`config.mk`:
```
export PLATFORM = sky130hd
export DESIGN_NAME = i2c_rx_byte_engine
export DESIGN_NICKNAME = d
export VERILOG_FILES = /design/src/rtl/i2c_pkg.sv /design/src/rtl/i2c_rx_byte_engine_chk.sv /design/src/rtl/i2c_rx_shift8.sv /design/src/rtl/i2c_rx_byte_engine.sv
export SDC_FILE = /design/constraint.sdc
export NUM_CORES = 1
export LEC_CHECK = 0
export BUFFER_PORTS_ARGS = -buffer_cell sky130_fd_sc_hd__buf_2
export CAP_MARGIN = 20
export CORE_MARGIN = 8
export CORE_UTILIZATION = 50
export CTS_BUF_LIST = sky130_fd_sc_hd__clkbuf_8
export DETAILED_ROUTE_END_ITERATION = 10
export MAX_ROUTING_LAYER = met4
export PLACE_DENSITY = 0.7
export SLEW_MARGIN = 0
export SYNTH_ARGS = -nofsm -noshare
export SYNTH_HDL_FRONTEND = slang
export SYNTH_HIERARCHICAL = 1
export SYNTH_SLANG_ARGS = --single-unit
export TNS_END_PERCENT = 10
```
`constraint.sdc`:
```
create_clock -name Clock -period 2.6 [get_ports Clock]
set_input_delay 0.26 -clock Clock [delete_from_list [all_inputs] [get_ports Clock]]
set_output_delay 0.26 -clock Clock [all_outputs]
set_load 0.01 [all_outputs]
```
`src/rtl/i2c_pkg.sv`:
```
// Shared types and constants for the I2C master receive path.
// Also holds the majority vote used by the optional SDA glitch filter (I2C_RX_GLITCH_FILTER_EN).
package i2c_pkg;

  localparam int I2C_MAX_BYTES = 8;
  localparam int I2C_BYTE_W    = 8;
  localparam int I2C_IDX_W     = 3;

  typedef enum logic [1:0] {
    ST_IDLE      = 2'd0,
    ST_SHIFT     = 2'd1,
    ST_ACK_SETUP = 2'd2,
    ST_ACK_HOLD  = 2'd3
  } i2c_rx_state_t;

  // v[0] is the live SDA level; a 2/2 tie follows the live level
  function automatic logic maj4(input logic [3:0] v);
    logic [2:0] ones;
    ones = 3'(v[0]) + 3'(v[1]) + 3'(v[2]) + 3'(v[3]);
    if (ones >= 3'd3) begin
      return 1'b1;
    end else if (ones <= 3'd1) begin
      return 1'b0;
    end else begin
      return v[0];
    end
  endfunction

endpackage

```
`src/rtl/i2c_rx_byte_engine_chk.sv`:
```
// Protocol checker for the receive engine: SCL strobes must never coincide.
module i2c_rx_byte_engine_chk (
  input logic Clock,
  input logic nReset,
  input logic SclRise,
  input logic SclFall
);

  a_no_dual_scl_edge: assert property (@(posedge Clock) disable iff (!nReset)
    !(SclRise && SclFall));

endmodule

```
`src/rtl/i2c_rx_shift8.sv`:
```
// Serial-in/parallel-out byte shifter with its bit counter.
// Full flags the shift that completes a byte; ByteOut is the byte including that bit.
module i2c_rx_shift8
  import i2c_pkg::*;
(
  input  logic                  Clock,
  input  logic                  nReset,
  input  logic                  Clear,
  input  logic                  ShiftEn,
  input  logic                  SdaBit,
  output logic                  Full,
  output logic [I2C_BYTE_W-1:0] ByteOut
);

  // only the first seven bits are stored; the eighth goes straight to ByteOut
  logic [I2C_BYTE_W-2:0] sr_r;
  logic [2:0]            cnt_r;

  // shift register and bit counter, clear has priority over shift
  always_ff @(posedge Clock or negedge nReset) begin
    if (!nReset) begin
      sr_r  <= 7'h00;
      cnt_r <= 3'd0;
    end else if (Clear) begin
      sr_r  <= 7'h00;
      cnt_r <= 3'd0;
    end else if (ShiftEn) begin
      sr_r  <= {sr_r[5:0], SdaBit};
      cnt_r <= cnt_r + 3'd1;
    end else begin
      sr_r  <= sr_r;
      cnt_r <= cnt_r;
    end
  end

  assign Full    = ShiftEn & (cnt_r == 3'd7);
  assign ByteOut = {sr_r, SdaBit};

endmodule

```
`src/rtl/i2c_rx_byte_engine.sv`:
```
// I2C master receive byte engine: samples SDA on SCL rise strobes, assembles bytes MSB first,
// drives ACK/NACK and hands bytes downstream. Optional SDA filter: I2C_RX_GLITCH_FILTER_EN.
module i2c_rx_byte_engine
  import i2c_pkg::*;
#(
  parameter int MAX_BYTES = I2C_MAX_BYTES
) (
  input  logic                  Clock,
  input  logic                  nReset,
  input  logic                  Start,
  input  logic                  Abort,
  input  logic [3:0]            Length,
  input  logic                  SclRise,
  input  logic                  SclFall,
  input  logic                  SdaIn,
  output logic                  SdaDrive,
  output logic [I2C_BYTE_W-1:0] ByteData,
  output logic                  ByteValid,
  output logic [I2C_IDX_W-1:0]  ByteIndex,
  output logic                  Busy,
  output logic                  Done
);

  i2c_rx_state_t         state_r, state_n_s;
  logic [3:0]            rem_r;
  logic [I2C_IDX_W-1:0]  idx_r;
  logic [I2C_BYTE_W-1:0] byte_data_r;
  logic                  byte_valid_r, done_r, sda_r;

  logic rise_s, fall_s, sample_s, last_s;
  logic shift_en_s, full_s, clr_s;
  logic start_acc_s, byte_load_s, ack_set_s, ack_rel_s, next_byte_s, done_s;
  logic [3:0]            len_clamp_s;
  logic [I2C_BYTE_W-1:0] byte_s;

  // coincident strobes are a protocol error and are both dropped
  assign rise_s      = SclRise & ~SclFall;
  assign fall_s      = SclFall & ~SclRise;
  assign last_s      = (rem_r == 4'd1);
  assign len_clamp_s = (Length > 4'(MAX_BYTES)) ? 4'(MAX_BYTES) : Length;
  assign shift_en_s  = (state_r == ST_SHIFT) & rise_s & ~Abort;

`ifdef I2C_RX_GLITCH_FILTER_EN
  logic [2:0] hist_r;

  // SDA history for the majority vote
  always_ff @(posedge Clock or negedge nReset) begin
    if (!nReset) begin
      hist_r <= 3'b111;
    end else begin
      hist_r <= {hist_r[1:0], SdaIn};
    end
  end

  assign sample_s = maj4({hist_r, SdaIn});
`else
  assign sample_s = SdaIn;
`endif

  i2c_rx_shift8 u_shift8 (
    .Clock   (Clock),
    .nReset  (nReset),
    .Clear   (clr_s),
    .ShiftEn (shift_en_s),
    .SdaBit  (sample_s),
    .Full    (full_s),
    .ByteOut (byte_s)
  );

  // state register
  always_ff @(posedge Clock or negedge nReset) begin
    if (!nReset) begin
      state_r <= ST_IDLE;
    end else begin
      state_r <= state_n_s;
    end
  end

  // next state and datapath controls; Abort overrides every other event
  always_comb begin
    state_n_s   = state_r;
    clr_s       = 1'b0;
    start_acc_s = 1'b0;
    byte_load_s = 1'b0;
    ack_set_s   = 1'b0;
    ack_rel_s   = 1'b0;
    next_byte_s = 1'b0;
    done_s      = 1'b0;
    if (Abort) begin
      state_n_s = ST_IDLE;
      clr_s     = 1'b1;
      ack_rel_s = 1'b1;
    end else begin
      case (state_r)
        ST_IDLE: begin
          if (Start) begin
            start_acc_s = 1'b1;
            clr_s       = 1'b1;
            if (len_clamp_s == 4'd0) begin
              done_s = 1'b1;
            end else begin
              state_n_s = ST_SHIFT;
            end
          end else begin
            state_n_s = ST_IDLE;
          end
        end
        ST_SHIFT: begin
          if (full_s) begin
            byte_load_s = 1'b1;
            state_n_s   = ST_ACK_SETUP;
          end else begin
            state_n_s = ST_SHIFT;
          end
        end
        ST_ACK_SETUP: begin
          if (fall_s) begin
            ack_set_s = 1'b1;
            state_n_s = ST_ACK_HOLD;
          end else begin
            state_n_s = ST_ACK_SETUP;
          end
        end
        ST_ACK_HOLD: begin
          if (fall_s) begin
            ack_rel_s = 1'b1;
            if (last_s) begin
              done_s    = 1'b1;
              state_n_s = ST_IDLE;
            end else begin
              next_byte_s = 1'b1;
              clr_s       = 1'b1;
              state_n_s   = ST_SHIFT;
            end
          end else begin
            state_n_s = ST_ACK_HOLD;
          end
        end
        default: begin
          state_n_s = ST_IDLE;
        end
      endcase
    end
  end

  // output registers, byte/remaining counters and the ACK drive
  always_ff @(posedge Clock or negedge nReset) begin
    if (!nReset) begin
      rem_r        <= 4'd0;
      idx_r        <= '0;
      byte_data_r  <= 8'h00;
      byte_valid_r <= 1'b0;
      done_r       <= 1'b0;
      sda_r        <= 1'b0;
    end else begin
      byte_valid_r <= byte_load_s;
      done_r       <= done_s;
      if (byte_load_s) begin
        byte_data_r <= byte_s;
      end else begin
        byte_data_r <= byte_data_r;
      end
      if (start_acc_s) begin
        rem_r <= len_clamp_s;
        idx_r <= '0;
      end else if (next_byte_s) begin
        rem_r <= rem_r - 4'd1;
        idx_r <= idx_r + 3'd1;
      end else begin
        rem_r <= rem_r;
        idx_r <= idx_r;
      end
      if (ack_set_s) begin
        sda_r <= ~last_s;
      end else if (ack_rel_s) begin
        sda_r <= 1'b0;
      end else begin
        sda_r <= sda_r;
      end
    end
  end

  i2c_rx_byte_engine_chk u_chk (
    .Clock   (Clock),
    .nReset  (nReset),
    .SclRise (SclRise),
    .SclFall (SclFall)
  );

  assign SdaDrive  = sda_r;
  assign ByteData  = byte_data_r;
  assign ByteValid = byte_valid_r;
  assign ByteIndex = idx_r;
  assign Done      = done_r;
  assign Busy      = (state_r != ST_IDLE);

endmodule

```
-- Word-level counts from Yosys, hierarchy flattened
Index checks and enable logic that the tools add are counted.
W data, S select, Z words.
- flip-flop bits (word level): 30
- bits of input ports: 11
- output and inout bits: 15
- word-level logic and storage cells: 76
- add/subtract/negate cells: 3
- order comparisons: 1
- equal/unequal tests: 6
- mux-type cells: 42
- bitwise logic cells: 9
- reduce and logical (&&, ||, !) cells: 6
- operator list (kind ; count):
    $mux W1 ; 25
    $mux W7 ; 2
    $mux W3 ; 4
    $mux W4 ; 3
    $mux W2 ; 5
    $pmux W2 S4 ; 1
    $reduce_bool A2 Y1 ; 4
    $add A3 B1 Y3 const B ; 2
    $and A1 B1 Y1 ; 5
    $eq A2 B2 Y1 const B ; 2
    $eq A4 B1 Y1 const B ; 1
    $gt A4 B4 Y1 const B ; 1
    $logic_not A4 Y1 ; 1
    $ne A4 B4 Y1 const B ; 1
    $not A1 Y1 ; 4
    $pmux W1 S2 ; 2
    $sub A4 B1 Y4 const B ; 1
    $eq A3 B3 Y1 const B ; 1
    $eq A2 B1 Y1 const B ; 1
    $logic_not A2 Y1 ; 1

-- Logic depth before layout (Yosys ltp)
- word-level depth: 8
- mapped depth: 9
- mapped depth without buffers: 8

-- By module
The synthesis kept the hierarchy.
- modules (own cells, without submodules) (module ; times used ; cells each ; area each (sq um) ; seq. area each (sq um)):
    i2c_rx_byte_engine ; 1 ; 120 ; 1123.6 ; 500.5
    i2c_rx_shift8 ; 1 ; 36 ; 442.9 ; 250.2

-- Least setup slack after synthesis
No wires, ideal clock.
- path type: flip-flop to flip-flop
- from: register state_r[1]
- to: register state_r[0]
- arrival time: 2.047 ns
- required time: 2.462 ns
- setup slack: 0.414 ns
- stages on the path, launching flop included: 10
- buffers on the path: 1
- clock period less this slack: 2.186 ns
- path through: dfrtp_1 > inv_1 > ha_1 > nor4bb_1 > buf_6 > and2_2 > inv_1 > a221o_1 > a21oi_1 > o41ai_1
- word-level cells in the longest chain between the ends: 7
- ends and longest elaborated chain (what ; RTL line ; source):
    from (decl) ; i2c_rx_byte_engine.sv:24 ; i2c_rx_state_t state_r, state_n_s;
    from (signal assigned) ; i2c_rx_byte_engine.sv:75 ; state_r <= state_n_s;
    $eq A2 B1 Y1 ; i2c_rx_byte_engine.sv:41 ; assign shift_en_s = (state_r == ST_SHIFT) & rise_s & ~Abort;
    $and A1 B1 Y1 (2 in series) ; i2c_rx_byte_engine.sv:41 ;
    net shift_en_s ; i2c_rx_byte_engine.sv:31 ; logic shift_en_s, full_s, clr_s;
    $and A1 B1 Y1 ; i2c_rx_shift8.sv:36 ; assign Full = ShiftEn & (cnt_r == 3'd7);
    net full_s ; i2c_rx_byte_engine.sv:31 ;
    $mux W2 ; i2c_rx_byte_engine.sv:109 ; if (full_s) begin
    $pmux W2 S4 ; i2c_rx_byte_engine.sv:94 ; case (state_r)
    $mux W2 ; i2c_rx_byte_engine.sv:89 ; if (Abort) begin
The timed path passes the listed nets, and every way through them passes these cells.
A chain may end at the register's enable or synchronous reset.

-- Final worst setup path
Same ends and word-level chain as after synthesis.

==> results.md <==
- Status: finished, final reports clean
- Nature of the critical path startpoint: register
- H-tree Lvls: 2
- Arr. time, crit path: around 2200 ps
- Hold WS: 1.64 ps
- Worst R2R Path Depth: 8
- DR vias: 1201
- Chip Height: roughly 72 um
- Die area: roughly 5200 um^2
- Tot Pwr: between 1 and 1.5 mW
- Clk root buf: clkbuf_8
- Clk_lat worst skew: 280 ps
- Vias in the first global route: approximately 1200
- Iter 0 DRT Violations: between 90 and 100
- RSZ-0062 raised after global routing: false
- Most common cell in the synthesized netlist: dfrtp_1
- DRC viols: 0
- Peak Freq: 0.481 GHz
- Prevailing post-synth register cell: dfrtp_1
- Post-CTS setup buffers: 0
- Syn-to-layout area delta: 18.9%
- Worst relative slew slack: 56.1%
- Die width: about 72 um
- Final setup fails: 0
- Clk buf depth: 2
- First-pass GRT wire length: approximately 5400 um
- WL per Instance: between 10 and 15 um
- Commonest cells post-synth: dfrtp_1 (30), nand2_1 (29), nor2_1 (15), ha_1 (10), mux2i_1 (9)
- Hold Buf Count CTS: 0
- Peak supply drop: about 0.48 mV
- Distinct cells, synth: 42
- Critical path fanouts, max: 4
- Asr flop ratio synth: 100%
- Reg2Reg Capture Point: state_r[0]
- DRT antenna net count: 0
- Post-DP HPWL: between 2000 and 2500 um
- Synth top area cells: dfrtp_1 (48%), ha_1 (8.0%), nand2_1 (6.9%)
- Max Slew Vio Count: 0
- Fin util: 61.5%
- Reg-to-Reg Start: state_r[1]
- Power per cell area: roughly 730 nW/um^2
- Crit end category: register
- Worst-Margin Slew: between 600 and 700 ps
- GP Congestion: approximately 0.9
- Leading area contributor after synthesis: dfrtp_1
- Layout net count: around 200
- CTS buffer count: 5
- Post-synth EDFFs: 0
- Top-area cell type share of the netlist area: 47.9%
- Port buffer count: 25
- CTS tree: yes
- Setup slack after layout: between 500 and 600 ps
- Tcrit/Tclk final: between 80% and 90%
- Post-cts resize count: 0
- Minimum clock period: ~2100 ps
- First-pass DRT Iterations: 6
- Cells after Synth: 156
- Critical path data required time: 2740 ps
- Total congestion overflow: 0
- Warnings from Yosys: 6
- Static leakage: about 0.92 nW
- # IOs: 26
- Via density: 5.27
- Rows: 20
- Setup tns final: 0 ps
- CP Class: reg -> reg
- N_diodes: 0
- Max-cap violation count: 0
- Seq cells post-synth: 30
- Initial core utilization: 51.7%
- Largest net degree at the start of global routing: 31
- Share of cells above drive strength 1: roughly 22%
- Register area share after synthesis: a little under half
- Avg Cell Area, Syn: ~10 um^2
- Pre-CTS WS: ~550 ps
- Final wirelength: 3150 um
- Reg-to-reg slack, setup: slightly above 500 ps
- Core area: ~3000 um^2
- Sink Count: 30
- Post-Synthesis Net Count: roughly 180
- Worst-path clk slew: about 70 ps
- Gr usage total: a little over an eighth
- Tightest Hold Check Type: in -> async
- Post-Syn Area: 1570 um^2
- Initial antenna violation count: 0
- Final Hold Viols: 0
- Clock Skew: 7.90 ps
cells by family after synthesis:
group | share of synthesized area, %
compound gates | 10.5
xor+xnor | 0.559
fa+ha+maj | 7.99
buf+inv | 5.27
flops | 47.9
mux | 6.71
simple gates | 21.0
per-layer routing:
layer | routed length (um) | global-route usage (%)
met5 | 0 | -
met4 | 54 | 5.67
met3 | 197 | 5.10
met2 | 1460 | 20.5
met1 | 1440 | 15.9
final cells by class:
cell class	instances	area (um^2)
fill	253	1170
sequential	30	751
multi-input combinational	110	739
timing repair buffer	27	140
clock buffer	6	82.6
clock inverter	2	60.1
tap	44	55.1
inverter	9	33.8
metrics by stage:
stage | cells | area, um^2
2_1_floorplan | 156 | 1570
3_3_place_gp | 220 | 1720
3_5_place_dp | 220 | 1720
4_1_cts | 228 | 1860
5_1_grt | 228 | 1860
6_report | 228 | 1860
state kept, by name, summed over array words and instances, names as in the netlist:
signal,flops
ByteData,8
u_shift8/sr_r,7
rem_r,4
ByteIndex,3
u_shift8/cnt_r,3
state_r,2
ByteValid,1
Done,1
SdaDrive,1
worst max-delay path by stage:
stage / slack (ps) / endpoint / cells past startpoint / startpoint
2_1_floorplan: 410 / state_r[0] / 9 / state_r[1]
3_3_place_gp: 610 / ByteData[5] / 8 / state_r[1]
3_5_place_dp: 550 / ByteData[7] / 8 / state_r[1]
4_1_cts: 510 / state_r[0] / 8 / state_r[1]
5_1_grt: 320 / ByteData[2] / 8 / state_r[1]
6_report: 520 / state_r[0] / 8 / state_r[1]
where the power goes:
part	internal (mW)	total (mW)	switching [mW]
registers	0.511	0.557	0.0456
clock network	0.409	0.587	0.178
logic	0.0965	0.212	0.116
worst max-delay path, stage by stage, from the launching register on:
cell,delay [ps]
dfrtp_1,410
inv_1,120
ha_1,220
nor4bb_2,330
and2_2,220
inv_1,40
a221o_1,340
a21oi_1,160
o41ai_1,100
layout by cell type (no fill, tap or decap), types with 6 or more instances in the layout:
master,netlist,final
inv_1,8,8
ha_1,10,10
buf_2,2,25
dfrtp_1,30,30
nand2_1,29,29
clkbuf_8,0,6
mux2i_1,9,9
nor2_1,15,15
Power figures use the tool's default switching activity.
